## config.mk

```make
export PLATFORM = sky130hd
export DESIGN_NAME = uart_rx_flat
export DESIGN_NICKNAME = d
export VERILOG_FILES = /design/src/rtl/uart_rx_if.sv /design/src/rtl/uart_rx.sv /design/src/flat_wrapper.sv
export SDC_FILE = /design/constraint.sdc
export NUM_CORES = 1
export LEC_CHECK = 0
export CAP_MARGIN = 5
export CELL_PAD_IN_SITES_DETAIL_PLACEMENT = 0
export CELL_PAD_IN_SITES_GLOBAL_PLACEMENT = 1
export CORE_MARGIN = 2
export CORE_UTILIZATION = 30
export CTS_CLUSTER_SIZE = 14
export DETAILED_ROUTE_END_ITERATION = 12
export PLACE_DENSITY = 0.64
export SYNTH_ARGS = -nofsm -noshare
export SYNTH_HDL_FRONTEND = slang
export SYNTH_SLANG_ARGS = --single-unit
```

## constraint.sdc

```tcl
create_clock -name clock -period 3.8 [get_ports clock]
set_input_delay 0.76 -clock clock [delete_from_list [all_inputs] [get_ports clock]]
set_output_delay 0.76 -clock clock [all_outputs]
set_load 0.03 [all_outputs]
```

## src/rtl/uart_rx_if.sv

```systemverilog
// Receive-side output bundle of the UART receiver: the received byte, its
// completion strobe and the framing-error flag.
interface uart_rx_if #(
    parameter int DATA_BITS = 8
);
    logic [DATA_BITS-1:0] dout;
    logic                 rx_done;
    logic                 frame_err;

    modport master (output dout, output rx_done, output frame_err);
    modport slave  (input  dout, input  rx_done, input  frame_err);
endinterface

```

## src/rtl/uart_rx.sv

```systemverilog
// 8N1 UART receiver: samples the synchronized line at bit centres using the
// oversampling tick and delivers each byte with a one-clock rx_done strobe.
module uart_rx #(
    parameter int DATA_BITS  = 8,
    parameter int OVERSAMPLE = 16
) (
    input  logic      clock,
    input  logic      reset,
    input  logic      s_tick,
    input  logic      rx,
    uart_rx_if.master bus
);
    localparam int TW = $clog2(OVERSAMPLE);
    localparam int BW = (DATA_BITS > 1) ? $clog2(DATA_BITS) : 1;
    localparam logic [TW-1:0] TICK_MID  = TW'(OVERSAMPLE / 2 - 1);
    localparam logic [TW-1:0] TICK_LAST = TW'(OVERSAMPLE - 1);
    localparam logic [BW-1:0] BIT_LAST  = BW'(DATA_BITS - 1);

    typedef enum logic [1:0] {IDLE, START, DATA, STOP} state_t;

    state_t               state, state_next;
    logic                 rx_meta, rx_s;
    logic [TW-1:0]        tick_cnt;
    logic [BW-1:0]        bit_cnt;
    logic [DATA_BITS-1:0] shreg;
    logic                 tick_mid, tick_last, bit_last;
    logic                 tick_clr, tick_inc, bit_clr, bit_inc, shift_en, load_out;

    assign tick_mid  = (tick_cnt == TICK_MID);
    assign tick_last = (tick_cnt == TICK_LAST);
    assign bit_last  = (bit_cnt == BIT_LAST);

    // Line idles high, so the synchronizer resets to 1 to avoid a fake start edge.
    always_ff @(posedge clock or posedge reset) begin
        if (reset) begin
            rx_meta <= 1'b1;
            rx_s    <= 1'b1;
        end else begin
            rx_meta <= rx;
            rx_s    <= rx_meta;
        end
    end

    always_ff @(posedge clock or posedge reset) begin
        if (reset) state <= IDLE;
        else       state <= state_next;
    end

    always_comb begin
        state_next = state;
        case (state)
            IDLE:  if (!rx_s) state_next = START;
            START: if (s_tick && tick_mid) state_next = rx_s ? IDLE : DATA;
            DATA:  if (s_tick && tick_last && bit_last) state_next = STOP;
            STOP:  if (s_tick && tick_last) state_next = IDLE;
            default: state_next = IDLE;
        endcase
    end

    always_comb begin
        tick_clr = 1'b0;
        tick_inc = 1'b0;
        bit_clr  = 1'b0;
        bit_inc  = 1'b0;
        shift_en = 1'b0;
        load_out = 1'b0;
        case (state)
            IDLE: tick_clr = !rx_s;
            START: if (s_tick) begin
                if (tick_mid) begin
                    tick_clr = 1'b1;
                    bit_clr  = 1'b1;
                end else begin
                    tick_inc = 1'b1;
                end
            end
            DATA: if (s_tick) begin
                if (tick_last) begin
                    tick_clr = 1'b1;
                    shift_en = 1'b1;
                    bit_inc  = !bit_last;
                end else begin
                    tick_inc = 1'b1;
                end
            end
            STOP: if (s_tick) begin
                if (tick_last) begin
                    tick_clr = 1'b1;
                    load_out = 1'b1;
                end else begin
                    tick_inc = 1'b1;
                end
            end
            default: ;
        endcase
    end

    always_ff @(posedge clock or posedge reset) begin
        if (reset) begin
            tick_cnt      <= '0;
            bit_cnt       <= '0;
            shreg         <= '0;
            bus.dout      <= '0;
            bus.rx_done   <= 1'b0;
            bus.frame_err <= 1'b0;
        end else begin
            if (tick_clr)      tick_cnt <= '0;
            else if (tick_inc) tick_cnt <= tick_cnt + TW'(1);

            if (bit_clr)      bit_cnt <= '0;
            else if (bit_inc) bit_cnt <= bit_cnt + BW'(1);

            // Shifting in at the MSB leaves the first (LSB) bit at bit 0 after the last sample.
            if (shift_en) shreg <= {rx_s, shreg[DATA_BITS-1:1]};

            bus.rx_done <= load_out;
            if (load_out) begin
                bus.dout      <= shreg;
                bus.frame_err <= ~rx_s;
            end
        end
    end
endmodule
```

## src/flat_wrapper.sv

```systemverilog
// flat-port wrapper written by rule: the top's interface ports become plain ports
module uart_rx_flat 
#(
    parameter int DATA_BITS  = 8,
    parameter int OVERSAMPLE = 16
)
  (clock, reset, s_tick, rx, bus_dout, bus_rx_done, bus_frame_err);
  uart_rx_if #(.DATA_BITS(DATA_BITS)) bus_i ();
  input  logic clock;
  input  logic reset;
  input  logic s_tick;
  input  logic rx;
  output wire logic [$bits(bus_i.dout)-1:0] bus_dout;
  output wire logic [$bits(bus_i.rx_done)-1:0] bus_rx_done;
  output wire logic [$bits(bus_i.frame_err)-1:0] bus_frame_err;
  assign bus_dout = bus_i.dout;
  assign bus_rx_done = bus_i.rx_done;
  assign bus_frame_err = bus_i.frame_err;
  uart_rx #(.DATA_BITS(DATA_BITS), .OVERSAMPLE(OVERSAMPLE)) u_core (.clock(clock), .reset(reset), .s_tick(s_tick), .rx(rx), .bus(bus_i));
endmodule
```

# [Yosys cells after proc, flatten, opt, wreduce, memory -nomap -nowiden]
# Index checks and enable logic that the tools add are counted.
[word_totals] mem_bits_ro=0 latch_bits=0 reg_bits=29 output_inout_bits=10 in_bits=4 word_cells=58 memories=0 mem_bits_rw=0
[classes] n_shift=0 add_sub_neg=2 n_eq_ne=10 n_bitwise=1 n_lt_le_gt_ge=0 div=0 reduce_logical=10 multipliers=0 muxes=26
[ops] cell="$mux 1" count=14
[ops] cell="$mux 2" count=5
[ops] cell="$mux 4" count=2
[ops] cell="$pmux 2 s4" count=1
[ops] cell="$mux 3" count=2
[ops] cell="$ne 2x1->1 const B" count=3
[ops] cell="$add 4x1->4 const B" count=1
[ops] cell="$eq 2x2->1 const B" count=2
[ops] cell="$eq 4x3->1 const B" count=1
[ops] cell="$eq 4x4->1 const B" count=1
[ops] cell="$reduce_and 4->1" count=1
[ops] cell="$reduce_bool 2->1" count=2
[ops] cell="$add 3x1->3 const B" count=1
[ops] cell="$eq 3x3->1 const B" count=1
[ops] cell="$logic_and 1x1->1" count=3
[ops] cell="$pmux 1 s3" count=1
[ops] cell="$eq 2x1->1 const B" count=1
[ops] cell="$logic_not 1->1" count=2
[ops] cell="$logic_not 2->1" count=1
[ops] cell="$ne 2x2->1 const B" count=1
[ops] cell="$pmux 1 s2" count=1
[ops] cell="$reduce_or 2->1" count=1
[ops] cell="$not 1->1" count=1

# [Logic depth before layout (Yosys ltp)]
# Gate-level depths: netlist of the first run.
[logic_depth] word_depth=7 ltp_mapped=5 mapped_depth_nobuf=5

# [Least setup slack after synthesis of the first run]
# OpenSTA, ideal clock, no wires.
[synth_timing] path_type="input -> register" startpoint="input port s_tick" endpoint="register u_core.shreg[0]" t_arrival_ns=1.476 setup_ns=0.125 slack_ns=2.200 path_buffers=0 stages=3 required_time_ns=3.675 cell_sequence="nand3_4 -> nor3_4 -> mux2_2"
[synth_between] elab_chain_len=2
[synth_rtl] element="from (decl)" line="flat_wrapper.sv:11" text="input logic s_tick;"
[synth_rtl] element="$mux 1" line="uart_rx.sv:77" text="DATA: if (s_tick) begin"
[synth_rtl] element="$mux 1" line="uart_rx.sv:67" text="case (state)"
[synth_rtl] element="to (signal assigned)" line="uart_rx.sv:114" text="if (shift_en) shreg <= {rx_s, shreg[DATA_BITS-1:1]};"
[synth_rtl] element="to (decl)" line="uart_rx.sv:25" text="logic [DATA_BITS-1:0] shreg;"
# No other way between the ends.
# A chain may end at the register's enable or synchronous reset.

# [Worst setup path after layout of the first run]
[layout_timing] startpoint="input port s_tick" endpoint="register u_core.shreg[1]"
# The elaborated chain is that of the path after synthesis.

==> impl_results.md, run 1 <==
* Via count of the first global-routing pass at 791
* NumNets Final at 120
* Placer congestion estimate at 0.778
* Sum of routed wire length over all layers at 2100 um
* Post-Place Worst Slack at 1410 ps
* Top fanout value on the critical path at 8
* Count of different cell masters after synthesis at 34
* Power per cell area at 493 mW/mm2
* Slew HR at 27.8%
* Yosys warning count at 0
* Number of hold buffers added after cts at 0
* Top achievable clock speed at 481 MHz
* Result of the run: complete, no violations
* Fillers at 411
* First-pass GRT wire length at 3610 um
* Period utilisation layout at 54.7%
* Number of gates resized after CTS at 0
* FF+latch count, synth at 29
* Clk sinks at 29
* Count of max-cap constraint violations at 0
* Antenna violations before repair at 0
* # IOs at 14
* Kind of launch point of the worst setup path: input port
* Post-synthesis net count at 104
* Clock latency of the later-clocked register in the worst-skew pair at 270 ps
* Post-Synthesis Cells at 97
* Synthesized area divided by synthesized cell count at 13.5 um2
* Proportion of synthesized flip-flops having asynchronous set or reset at 100%
* Master cell of the clock root buffer: sky130_fd_sc_hd__clkbuf_8
* Number of placement rows at 24
* Unrepaired setup endpoints after global routing: false
* Pin count of the biggest net entering global routing at 30
* Slowest cell on crit path: sky130_fd_sc_hd__clkdlybuf4s50_1
* Type of the most critical hold path: reg2reg
* CTS Buffer Depth at 2
* Starting Density at 30.5%
* Worst Setup Slack, final at 1720 ps
* Die Y-Extent at 70.1 um
* Crit path required time at 3960 ps
* DR iter-0 viols at 22
* Htree depth at 2
* Crit path max-delay family: buffers and inverters
* Sequential area share after synthesis at 55.5%
* Overflow after GRT at 0
* Total of buffers placed on input and output ports at 13
* Peak ir drop on the vdd network at 0.140 mV
* Number of buffer and inverter stages on the critical path at 1
* Cells along the critical path: clkdlybuf4s50_1 -> nand3_4 -> nor3_4 -> mux2_2
* Leakage Power at 0.694 nW
* Biggest area consumer among synthesized cells: sky130_fd_sc_hd__dfrtp_1
* Detail-routed via count per cell at 4.85
* Final number of hold-violating endpoints at 0
* Relative area change from synthesis to final layout at 18.6%
* Placed wire-length estimate after detailed placement at 1450 um
* Post-synthesis cell area at 0.00131 mm2
* Die width at 70.1 um
* Reg2reg start: u_core.tick_cnt[0]$_DFFE_PP0P_
* TritonCTS clock tree: done
* CP Class: in2reg
* Data arrival, critical path at 2240 ps
* # diodes at 0
* Via count at 800
* Share of post-route cells with drive strength above 1 at 27.4%
* DR pass1 iterations at 4
* Clock transition at the register clock pins on the worst setup and hold paths after CTS at 60 ps
* Commonest register cell after synthesis: sky130_fd_sc_hd__dfrtp_1
* Drt drc at 0
* Routed length per instance at 12.7 um
* Number of enable flip-flop cells after synthesis at 0
* Floorplan die area at 0.00492 mm2
* Total negative setup slack at 0 ps
* Maximum clock skew at final layout at 1.79 ps
* Final Setup Violations at 0
* Flip-flop and latch area at 728 um2
* Beginning of the critical path: s_tick
* Ranking of synthesized cells by instance count: 27 x sky130_fd_sc_hd__dfrtp_1, 17 x sky130_fd_sc_hd__mux2_2, 5 x sky130_fd_sc_hd__o21ai_0
* GRT Overall Usage at 9.73%
* Worst slew pin tran at 1080 ps
* Leading cell type by number of instances after synthesis: sky130_fd_sc_hd__dfrtp_1
* Hold wc startpoint: u_core.rx_meta$_DFF_PP1_
* Final period demand of the worst path at 2080 ps
* Largest stage delay on the critical path at 590 ps
* Setup repair bufs after CTS at 0
* Worst Setup End Kind: flop
* Portion of synthesized cell area occupied by the leading cell type at 51.5%
* Leading cell types by total area after synthesis: sky130_fd_sc_hd__dfrtp_1 52%, sky130_fd_sc_hd__mux2_2 15%, sky130_fd_sc_hd__dfstp_2 4.0%
* CORE AREA at 0.00429 mm2
* Number of buffers added by the clock tree synthesis step at 5
* Final number of max-transition violations at 0
* Area of combinational cells with multiple inputs at 538 um2
* Number of nets with antenna violations after routing at 0
-- per-stage QoR --
step                      utilization [%]  hold slack, ps  power (mW)  instances  area, um2
after floorplan                         -             345       0.515         97       1310
after global routing                 36.2             365       0.816        165       1560
final                                36.2             356       0.767        165       1560
after CTS                            36.2             357       0.780        165       1560
after detailed placement             34.2             348       0.528        158       1470
after global placement               34.2             345       0.521        158       1470
-- layout make-up --
cell class | instances | area share (%)
repair buffers | 13 | 8.37
flip-flops and latches | 29 | 46.8
multi-input cells | 62 | 34.6
inverters | 2 | 0.483
well taps | 52 | 4.18
clock buffers | 7 | 5.55
-- logic make-up after synthesis --
logic type	count (synthesis)	share of synthesized area [%]
flops	29	55.5
simple gates	23	13.4
mux	18	15.4
compound gates	16	8.11
buf+inv	6	3.43
fa+ha+maj	3	2.86
xor+xnor	2	1.34
-- worst paths after layout --
kind | endpoint | slack [ps] | cells after the start
max | u_core.shreg[1]$_DFFE_PP0P_ | 1720 | 4
min | u_core.rx_s$_DFF_PP1_ | 360 | 0
max reg2reg | u_core.shreg[1]$_DFFE_PP0P_ | 2110 | 4
min reg2reg | u_core.rx_s$_DFF_PP1_ | 360 | 0
max in group asynchronous | u_core.bus.dout[1]$_DFFE_PP0P_ | 2080 | 2
min in group asynchronous | u_core.tick_cnt[3]$_DFFE_PP0P_ | 1070 | 2
-- metal layers --
layer / vias to the layer above / share of wire (%) / track usage [%] / wire [um]
met1: 395 / 44 / 11.4 / 923
li1: 384 / - / - / -
met3: 6 / 5.0 / 4.04 / 105
met4: 0 / 3.3 / 6.41 / 69
met5: - / 0 / 0 / 0
met2: 15 / 48 / 14.5 / 1000
-- placed cells by master, fill, tap and decap left out --
cell                              synthesis  final
sky130_fd_sc_hd__a21oi_1                  3      3
sky130_fd_sc_hd__a221o_1                  1      1
sky130_fd_sc_hd__a22o_1                   2      2
sky130_fd_sc_hd__a311oi_1                 1      1
sky130_fd_sc_hd__and3_1                   1      1
sky130_fd_sc_hd__and3_2                   1      1
sky130_fd_sc_hd__and4_1                   1      1
sky130_fd_sc_hd__clkbuf_1                 0      1
sky130_fd_sc_hd__clkbuf_8                 0      6
sky130_fd_sc_hd__clkdlybuf4s50_1          0     13
sky130_fd_sc_hd__dfrtp_1                 27     27
sky130_fd_sc_hd__dfstp_2                  2      2
sky130_fd_sc_hd__ha_1                     3      3
sky130_fd_sc_hd__inv_1                    2      2
sky130_fd_sc_hd__mux2_2                  17     17
sky130_fd_sc_hd__mux2i_1                  1      1
sky130_fd_sc_hd__nand2_1                  3      3
sky130_fd_sc_hd__nand2_4                  1      1
sky130_fd_sc_hd__nand2b_1                 2      2
sky130_fd_sc_hd__nand3_1                  4      4
sky130_fd_sc_hd__nand3_4                  1      1
sky130_fd_sc_hd__nand4_2                  1      1
sky130_fd_sc_hd__nand4bb_1                1      1
sky130_fd_sc_hd__nor2_1                   2      2
sky130_fd_sc_hd__nor2_4                   1      1
sky130_fd_sc_hd__nor3_1                   1      1
sky130_fd_sc_hd__nor3_4                   1      1
sky130_fd_sc_hd__nor4bb_1                 1      1
sky130_fd_sc_hd__o21ai_0                  5      5
sky130_fd_sc_hd__o22ai_1                  1      1
sky130_fd_sc_hd__o31a_1                   1      1
sky130_fd_sc_hd__o31ai_1                  2      2
sky130_fd_sc_hd__or3_1                    1      1
sky130_fd_sc_hd__xnor2_1                  1      1
sky130_fd_sc_hd__xor2_1                   1      1
-- flip-flops by register name (all words and copies together), names as in the netlist, named ones only --
| signal | count |
|---|---|
| u_core.bus.dout | 8 |
| u_core.tick_cnt | 4 |
| u_core.rx_meta | 1 |
| u_core.state | 1 |
| u_core.shreg | 8 |
| u_core.bit_cnt | 3 |
| u_core.bus.frame_err | 1 |
| u_core.bus.rx_done | 1 |
| u_core.rx_s | 1 |
-- where the power goes --
| group | leakage (nW) | internal, mW | switching [mW] | total (mW) |
|---|---|---|---|---|
| Combinational | 0.266 | 0.0612 | 0.0610 | 0.122 |
| Clock | 0.0443 | 0.143 | 0.104 | 0.247 |
| Sequential | 0.384 | 0.346 | 0.0512 | 0.397 |
Power figures use the tool's default switching activity.
==> run 2, diff against run 1 <==
Settings changed: PLACE_DENSITY 0.64 to 0.66.
Clock period 3.8 ns to 1.78 ns, I/O delays scaled along.
==> impl_results.md, run 2 (synthesis results as in run 1) <==
* Result of the run: complete, no violations
* Relative area change from synthesis to final layout at 27.1%
* Final instance area at 0.00167 mm2 (+7.2%)
* Met2 Use GR at 15.1% (+0.63 points)
* Net switching power at 0.497 mW (+130%)
* Combinational share of power at 16.1% (+0.2 points)
* Overflow after GRT at 0 (unchanged)
* Global routing usage on met1 at 12.9% (+1.5 points)
* Pin count of the biggest net entering global routing at 30 (unchanged)
* Number of buffer and inverter stages on the critical path at 1 (unchanged)
* Sum of routed wire length over all layers at 2280 um (+8.5%)
* Crit path required time at 1420 ps (-2540 ps)
* Total negative setup slack at 0 ps (unchanged)
* Floorplan die area at 0.00492 mm2 (unchanged)
* Met3 track demand over resource at 3.03% (-1.0 points)
* # diodes at 0 (unchanged)
* Die Y-Extent at 70.1 um (unchanged)
* Clock transition at the register clock pins on the worst setup and hold paths after CTS at 60 ps (about the same)
* Antenna violations before repair at 0 (unchanged)
* NumNets Final at 127 (+5.8%)
* Setup repair bufs after CTS at 0 (unchanged)
* Cells along the critical path: clkdlybuf4s50_1
* Master cell of the clock root buffer: sky130_fd_sc_hd__clkbuf_8
* TritonCTS clock tree: done
* Post-detailed-placement cell area at 0.00153 mm2 (+4.4%)
* Die width at 70.1 um (unchanged)
* Sw Ratio at 26.8% (-1.4 points)
* Part of the total power dissipated in sequential elements at 46.1% (-5.7 points)
* Period utilisation layout at 93.3%
* # IOs at 14 (unchanged)
* Clock latency of the later-clocked register in the worst-skew pair at 270 ps (about the same)
* Final period demand of the worst path at 1660 ps
* Number of nets with antenna violations after routing at 0 (unchanged)
* Number of buffers added by the clock tree synthesis step at 5 (unchanged)
* Most common cell after layout, fill and taps aside: sky130_fd_sc_hd__dfrtp_1
* Data arrival, critical path at 1300 ps (-940 ps)
* Final number of hold-violating endpoints at 0 (unchanged)
* Number of hold buffers added after cts at 0 (unchanged)
* Top achievable clock speed at 602 MHz
* Peak ir drop on the vdd network at 0.467 mV (+230%)
* First-pass GRT wire length at 3810 um (+5.5%)
* Clock Power Share at 37.9% (+5.6 points)
* Leakage Power at 0.746 nW (+7.6%)
* Detail-routed via count per cell at 4.68 (-3.6%)
* Type of the most critical hold path: reg2reg
* Top fanout value on the critical path at 2 (-6)
* DR iter-0 viols at 27 (+23%)
* Power per cell area at 1110 mW/mm2 (+130%)
* Total of buffers placed on input and output ports at 13 (unchanged)
* CORE AREA at 0.00429 mm2 (unchanged)
* CP Class: reg2out
* Largest stage delay on the critical path at 670 ps (+80 ps)
* Via count of the first global-routing pass at 827 (+4.6%)
* Final number of max-transition violations at 0 (unchanged)
* Worst slew pin tran at 443 ps (-639 ps)
* GRT Overall Usage at 10.0% (+0.30 points)
* Placed wire-length estimate after detailed placement at 1600 um (+11%)
* Crit path max-delay family: buffers and inverters
* Most heavily used metal layer in global routing: met2
* Share of post-route cells with drive strength above 1 at 33.1% (+5.6 points)
* Final Setup Violations at 0 (unchanged)
* CTS Buffer Depth at 2 (unchanged)
* Via count at 809 (+1.1%)
* Routed length per instance at 13.2 um (+3.5%)
* DR pass1 iterations at 4 (unchanged)
* Starting Density at 30.5% (unchanged)
* Drt drc at 0 (unchanged)
* Unrepaired setup endpoints after global routing: false
* Number of non-filler instances in the completed layout at 173 (+4.8%)
* Slew HR at 70.4% (+43 points)
* Htree depth at 2 (unchanged)
* Number of placement rows at 24 (unchanged)
* Count of max-cap constraint violations at 0 (unchanged)
* Worst Setup End Kind: primary output
* Largest registers: u_core.bus.dout x8, u_core.shreg x8, u_core.tick_cnt x4
* # placed instances at 165 (+4.4%)
* Clk sinks at 29 (unchanged)
* Slowest cell on crit path: sky130_fd_sc_hd__clkdlybuf4s50_1
* Top library cells by usage in the layout, fill and taps aside: 27 x sky130_fd_sc_hd__dfrtp_1, 17 x sky130_fd_sc_hd__mux2_2, 13 x sky130_fd_sc_hd__clkdlybuf4s50_1
* Kind of launch point of the worst setup path: flop
* Placer congestion estimate at 0.748 (-3.9%)
* Internal power consumption at 1.35 mW (+150%)
* Maximum clock skew at final layout at 1.21 ps (-0.587 ps)
## run 2: cell types whose count changed in the layout (fill, tap and decap cells not counted)
cell | before | now
sky130_fd_sc_hd__buf_4 | 0 | 6
sky130_fd_sc_hd__buf_12 | 0 | 1
sky130_fd_sc_hd__bufinv_16 | 0 | 1
sky130_fd_sc_hd__nand4bb_1 | 1 | 0
sky130_fd_sc_hd__nand4bb_4 | 0 | 1
## run 2: area by class of cell
class / count / area (um2)
clock buffers: 7 / 86.3
well taps: 52 / 65.1
fillers: 408 / 2630
clock inverters: 1 / 30.0
repair buffers: 20 / 195
flip-flops and latches: 29 / 728
inverters: 2 / 7.51
multi-input cells: 62 / 554
## run 2: power groups by stage
stage          clock network, mW  registers, mW  logic [mW]
6_report                   0.700          0.853       0.297
4_1_cts                    0.722          0.847       0.288
5_1_grt                    0.746          0.865       0.331
2_1_floorplan                  0          0.785       0.315
3_3_place_gp                   0          0.854       0.276
3_5_place_dp                   0          0.860       0.286
## run 2: path summary, 6_finish.rpt
check | from | end | slack, ps | depth (start not counted)
max | u_core.bus.dout[7]$_DFFE_PP0P_ | bus_dout[7] | 120 | 1
min | u_core.rx_meta$_DFF_PP1_ | u_core.rx_s$_DFF_PP1_ | 360 | 0
max reg2reg | u_core.tick_cnt[0]$_DFFE_PP0P_ | u_core.bus.dout[4]$_DFFE_PP0P_ | 140 | 4
min reg2reg | u_core.rx_meta$_DFF_PP1_ | u_core.rx_s$_DFF_PP1_ | 360 | 0
max in group asynchronous | reset | u_core.rx_s$_DFF_PP1_ | 1010 | 3
min in group asynchronous | reset | u_core.shreg[0]$_DFFE_PP0P_ | 460 | 3
## run 2: metal layers
layer | share of wire [%] | routed length (um) | vias to the layer above
li1 | - | - | 401
met1 | 49 | 1110 | 394
met2 | 48 | 1100 | 12
met3 | 2.4 | 54 | 2
met4 | 0.61 | 14 | 0
met5 | 0 | 0 | -
## run 2: stage by stage
stage	worst slack, ps	utilization [%]	power [mW]	hold WS (ps)
2_1_floorplan	263	-	1.10	345
4_1_cts	90.6	38.4	1.86	356
3_3_place_gp	-65.4	35.7	1.13	347
5_1_grt	27.1	38.8	1.94	359
3_5_place_dp	-103	35.7	1.15	347
6_report	120	38.8	1.85	356
## run 2: worst reg2reg max path, cell delays in order (launching register included)
cell and delay [ps]:
sky130_fd_sc_hd__dfrtp_1 370, sky130_fd_sc_hd__ha_1 320, sky130_fd_sc_hd__nand4_2 180, sky130_fd_sc_hd__nor2_4 270
sky130_fd_sc_hd__mux2_2 380
## run 2: timing repair
action / CTS / global route
gates resized for setup: 0 / 1
setup endpoints to repair: 0 / 1
endpoints found under the hold margin: 0 / 0
